File: config.mk
export PLATFORM = sky130hd
export DESIGN_NAME = enc4to2_seq
export DESIGN_NICKNAME = d
export VERILOG_FILES = /design/src/rtl/enc4to2_seq.sv
export SDC_FILE = /design/constraint.sdc
export NUM_CORES = 1
export LEC_CHECK = 0
export ABC_AREA = 1
export CORE_MARGIN = 2
export CORE_UTILIZATION = 50
export DETAILED_ROUTE_END_ITERATION = 8
export PLACE_DENSITY_LB_ADDON = 0.3
export SYNTH_ARGS = -nofsm -noshare
export SYNTH_HDL_FRONTEND = slang
export SYNTH_SLANG_ARGS = --single-unit
File: constraint.sdc
create_clock -name clk -period 4 [get_ports clk]
set_input_delay 0.8 -clock clk [delete_from_list [all_inputs] [get_ports clk]]
set_output_delay 0.8 -clock clk [all_outputs]
set_load 0.03 [all_outputs]
File: src/rtl/enc4to2_seq.sv
// rtl/enc4to2_seq.sv - sequential 4-to-2 encoder, one index beat per set request bit
module enc4to2_seq #(
  parameter logic MSB_FIRST = 1'b0,
  parameter logic ZERO_DROP = 1'b1
) (
  input  logic       clk,
  input  logic       rst_n,
  input  logic       in_valid,
  output logic       in_ready,
  input  logic [3:0] in_vec,
  output logic       out_valid,
  input  logic       out_ready,
  output logic [1:0] out_code,
  output logic       out_last,
  output logic [2:0] pend_cnt,
  output logic       zero_err
);

  typedef enum logic {IDLE, EMIT} state_t;

  state_t     state_q, state_d;
  logic [3:0] pend_q, pend_d;
  logic       zero_beat_q, zero_beat_d;
  logic       in_ready_q, in_ready_d;
  logic       out_valid_q, out_valid_d;
  logic [1:0] out_code_q, out_code_d;
  logic       out_last_q, out_last_d;
  logic [2:0] pend_cnt_q, pend_cnt_d;
  logic       zero_err_q, zero_err_d;

  // Last match wins, so the scan direction picks the lowest or highest set bit.
  function automatic logic [1:0] sel_idx(input logic [3:0] v);
    logic [1:0] r;
    r = 2'd0;
    if (MSB_FIRST) begin
      for (int i = 0; i < 4; i++) if (v[i]) r = i[1:0];
    end else begin
      for (int i = 3; i >= 0; i--) if (v[i]) r = i[1:0];
    end
    return r;
  endfunction

  function automatic logic [2:0] popcnt(input logic [3:0] v);
    logic [2:0] c;
    c = 3'd0;
    for (int i = 0; i < 4; i++) c = c + {2'b00, v[i]};
    return c;
  endfunction

  always_comb begin
    state_d     = state_q;
    pend_d      = pend_q;
    zero_beat_d = zero_beat_q;
    zero_err_d  = 1'b0;
    case (state_q)
      IDLE: begin
        if (in_valid && in_ready_q) begin
          if (in_vec != 4'd0) begin
            pend_d  = in_vec;
            state_d = EMIT;
          end else begin
            zero_err_d = 1'b1;
            if (!ZERO_DROP) begin
              zero_beat_d = 1'b1;
              state_d     = EMIT;
            end
          end
        end
      end
      EMIT: begin
        if (out_valid_q && out_ready) begin
          if (out_last_q) begin
            state_d     = IDLE;
            pend_d      = 4'd0;
            zero_beat_d = 1'b0;
          end else begin
            pend_d = pend_q & ~(4'b0001 << sel_idx(pend_q));
          end
        end
      end
      default: state_d = IDLE;
    endcase

    // Outputs are registered, so they are derived from the next-cycle state.
    in_ready_d  = (state_d == IDLE);
    out_valid_d = (state_d == EMIT);
    out_code_d  = zero_beat_d ? 2'd0 : sel_idx(pend_d);
    pend_cnt_d  = zero_beat_d ? 3'd1 : popcnt(pend_d);
    out_last_d  = (pend_cnt_d == 3'd1);
  end

  always_ff @(posedge clk or negedge rst_n) begin
    if (!rst_n) begin
      state_q     <= IDLE;
      pend_q      <= 4'd0;
      zero_beat_q <= 1'b0;
      in_ready_q  <= 1'b0;
      out_valid_q <= 1'b0;
      out_code_q  <= 2'd0;
      out_last_q  <= 1'b0;
      pend_cnt_q  <= 3'd0;
      zero_err_q  <= 1'b0;
    end else begin
      state_q     <= state_d;
      pend_q      <= pend_d;
      zero_beat_q <= zero_beat_d;
      in_ready_q  <= in_ready_d;
      out_valid_q <= out_valid_d;
      out_code_q  <= out_code_d;
      out_last_q  <= out_last_d;
      pend_cnt_q  <= pend_cnt_d;
      zero_err_q  <= zero_err_d;
    end
  end

  assign in_ready  = in_ready_q;
  assign out_valid = out_valid_q;
  assign out_code  = out_code_q;
  assign out_last  = out_last_q;
  assign pend_cnt  = pend_cnt_q;
  assign zero_err  = zero_err_q;

endmodule

==> results.cfg <==
[timing]
period_share_pct = 72.0
maxSlewHeadroom_pct = 59.8
clock.fmax_mhz = 347
fin_skew_ps = 0.619
hold_violations = 0
period_minus_slack_ps = 2880
slew_violations = 0
fin_ws_ps = 1120
setup_viol = 0
fin_tns_setup_ps = 0
rsz0062_at_grt = no
tightest_slew_ps = 601
worst_hold_slack_ps = 579

[cts]
ctsHoldBuffers = 0
clkLatencyLatePin_ps = 270
cts_buffer_depth = 2
post_cts_resized = 0
cts_tree = yes
clock-sinks = 14
post_cts_buffers = 0
h-tree-depth = 1
cts_made_buffers = 3
clk_pin_slew_ps = 80
root_buffer = clkbuf_4

[yosys]
yosysSeqAreaShare_pct = 51.4
synth-seq-cells = 14
syn_area_um2 = 682
synth_compound_area_share_pct = 4.59
synth_top_family_by_area = simple AND/OR/NAND/NOR gates
synth_simple_gate_area_share_pct = 25.3
synth-adder-area-share_pct = 6.61
syn-instance-count = 85
synth_xor_area_share_pct = 0
synth_nets = 96
yosys_warnings = 0
yosys.cell_types.count = 12
synth_mux_area_share_pct = 0
syn_area_per_cell_um2 = 8.02

[detailed_routing]
final_antenna_net_count = 0
wl_mm = 1.17
vias = 546
routedWlPerCell_um = 9.80
dr.pass1.iters = 4
via_per_inst = 4.59
drt_iter0_drc = 6
drc = 0

[global_route]
top_usage_layer = met2
first_global_vias = 493
grt_pass1_wl_mm = 1.82
grt.total_usage_pct = 17.6
grt_util_met1_pct = 17.6
use_met3_pct = 4.89
grtUsageMet2_pct = 32.0
grt_max_degree = 15
antenna_found_initial = 0
gr-total-overflow = 0

[floorplan]
rows = 13
initial_utilization_pct = 53.1
die-area_mm2 = 0.00168
die_width_um = 40.9
die_h_um = 40.9
coreArea_mm2 = 0.00128
io_pins = 17

[cells_and_area]
fin_cells = 119
syn_to_final_growth_pct = 29.5
diodes = 0
drive_above_1_share_pct = 5.77
nets = 117
final_common_cell = inv_1
most-common-layout-cells = 22 x inv_1, 19 x nand2_1, 16 x clkdlybuf4s50_1, 15 x nor2_1, 14 x dfrtp_1
final_area_um2 = 883

[power]
seqPwrFrac_pct = 34.2
swShare_pct = 43.6
powerDensity_mw_per_mm2 = 729
p_leak_nw = 0.513
net-switching-power_mw = 0.280
pwr-share-comb_pct = 53.9
intPower_mw = 0.363
clkPwrFrac_pct = 11.9
vdd_ir_drop_max_mv = 0.401

[placed_design]
gp_congestion = 0.745
placed_cell_area_um2 = 861
dp_cells = 116
hpwl_um = 950
post-place-ws_ps = 809
port_buffers = 16

[setup_path]
path_max_fanout = 4
cp-end-kind = register
worstPathArrival_ps = 3060
critPathRequiredTime_ps = 4180
critical_path_class = primary input to register
setup.worst_path.start_class = primary input

[run]
maxCapViolCount = 0

[outcome]
outcome = complete, no violations

[min_path]
hold_class = register to register
==> registers in the layout, indices dropped and copies added (netlist names) <==
name and flops:
zero_err 1, out_code 2, out_last 1, out_valid 1, in_ready 1, zero_beat_q 1
pend_q 4, pend_cnt 3
==> logic make-up (layout without fill, tap and decap cells) <==
group / Yosys count / in the layout
compound gates: 5 / 5
fa+ha+maj: 3 / 3
buf+inv: 22 / 41
flops: 14 / 14
simple gates: 41 / 41
==> through the flow <==
step / util [%] / total power, mW
floorplan: - / 0.461
global placement: 67.0 / 0.561
detailed placement: 67.0 / 0.576
CTS: 68.7 / 0.651
global route: 68.7 / 0.711
finish: 68.7 / 0.644
==> cell usage after synthesis (all sizes together) <==
cell | n | area share [%]
inv | 22 | 12
nand2 | 19 | 10
nor2 | 15 | 8.3
dfrtp | 14 | 51
nand3 | 7 | 6.6
a21oi | 2 | 2.0
ha | 2 | 3.7
o21ai | 2 | 1.5
fa | 1 | 2.9
o31ai | 1 | 1.1
==> path summary, 6_finish.rpt <==
kind,start,to,slack [ps],cells past startpoint
setup / recovery,in_valid,out_last$_DFF_PN0_,1120,11
hold / removal,zero_beat_q$_DFF_PN0_,pend_cnt[0]$_DFF_PN0_,580,2
setup reg to reg,out_valid$_DFF_PN0_,out_last$_DFF_PN0_,1640,11
hold reg to reg,zero_beat_q$_DFF_PN0_,pend_cnt[0]$_DFF_PN0_,580,2
max in group asynchronous,rst_n,pend_q[3]$_DFF_PN0_,2710,1
min in group asynchronous,rst_n,out_last$_DFF_PN0_,900,1
==> per-layer routing <==
metal  part of all wire [%]  vias up
li1                       -      287
met1                     45      245
met2                     50       12
met3                    3.7        2
met4                    1.5        0
met5                      0        -
==> final cells by class <==
type	count	area [um^2]
Inverter	22	82.6
Tap cell	15	18.8
Clock buffer	3	22.5
Timing Repair Buffer	16	160
Multi-Input combinational cell	49	249
Fill cell	108	402
Sequential cell	14	350
==> critical path, cell delays in order <==
cell and delay [ps]:
clkdlybuf4s50_1 450, nand2_1 60, nor2_1 160, inv_1 80, nor2_1 120, a21oi_2 90
fa_1 550, inv_1 40, ha_1 170, ha_1 280, o31ai_1 240
==> power by group through the flow <==
stage	registers, mW	clock network [mW]	logic (mW)
2_1_floorplan	0.281	0	0.180
3_3_place_gp	0.223	0	0.338
3_5_place_dp	0.224	0	0.352
4_1_cts	0.220	0.0769	0.354
5_1_grt	0.228	0.0842	0.399
6_report	0.220	0.0768	0.347
(Power assumes the default switching activity.)
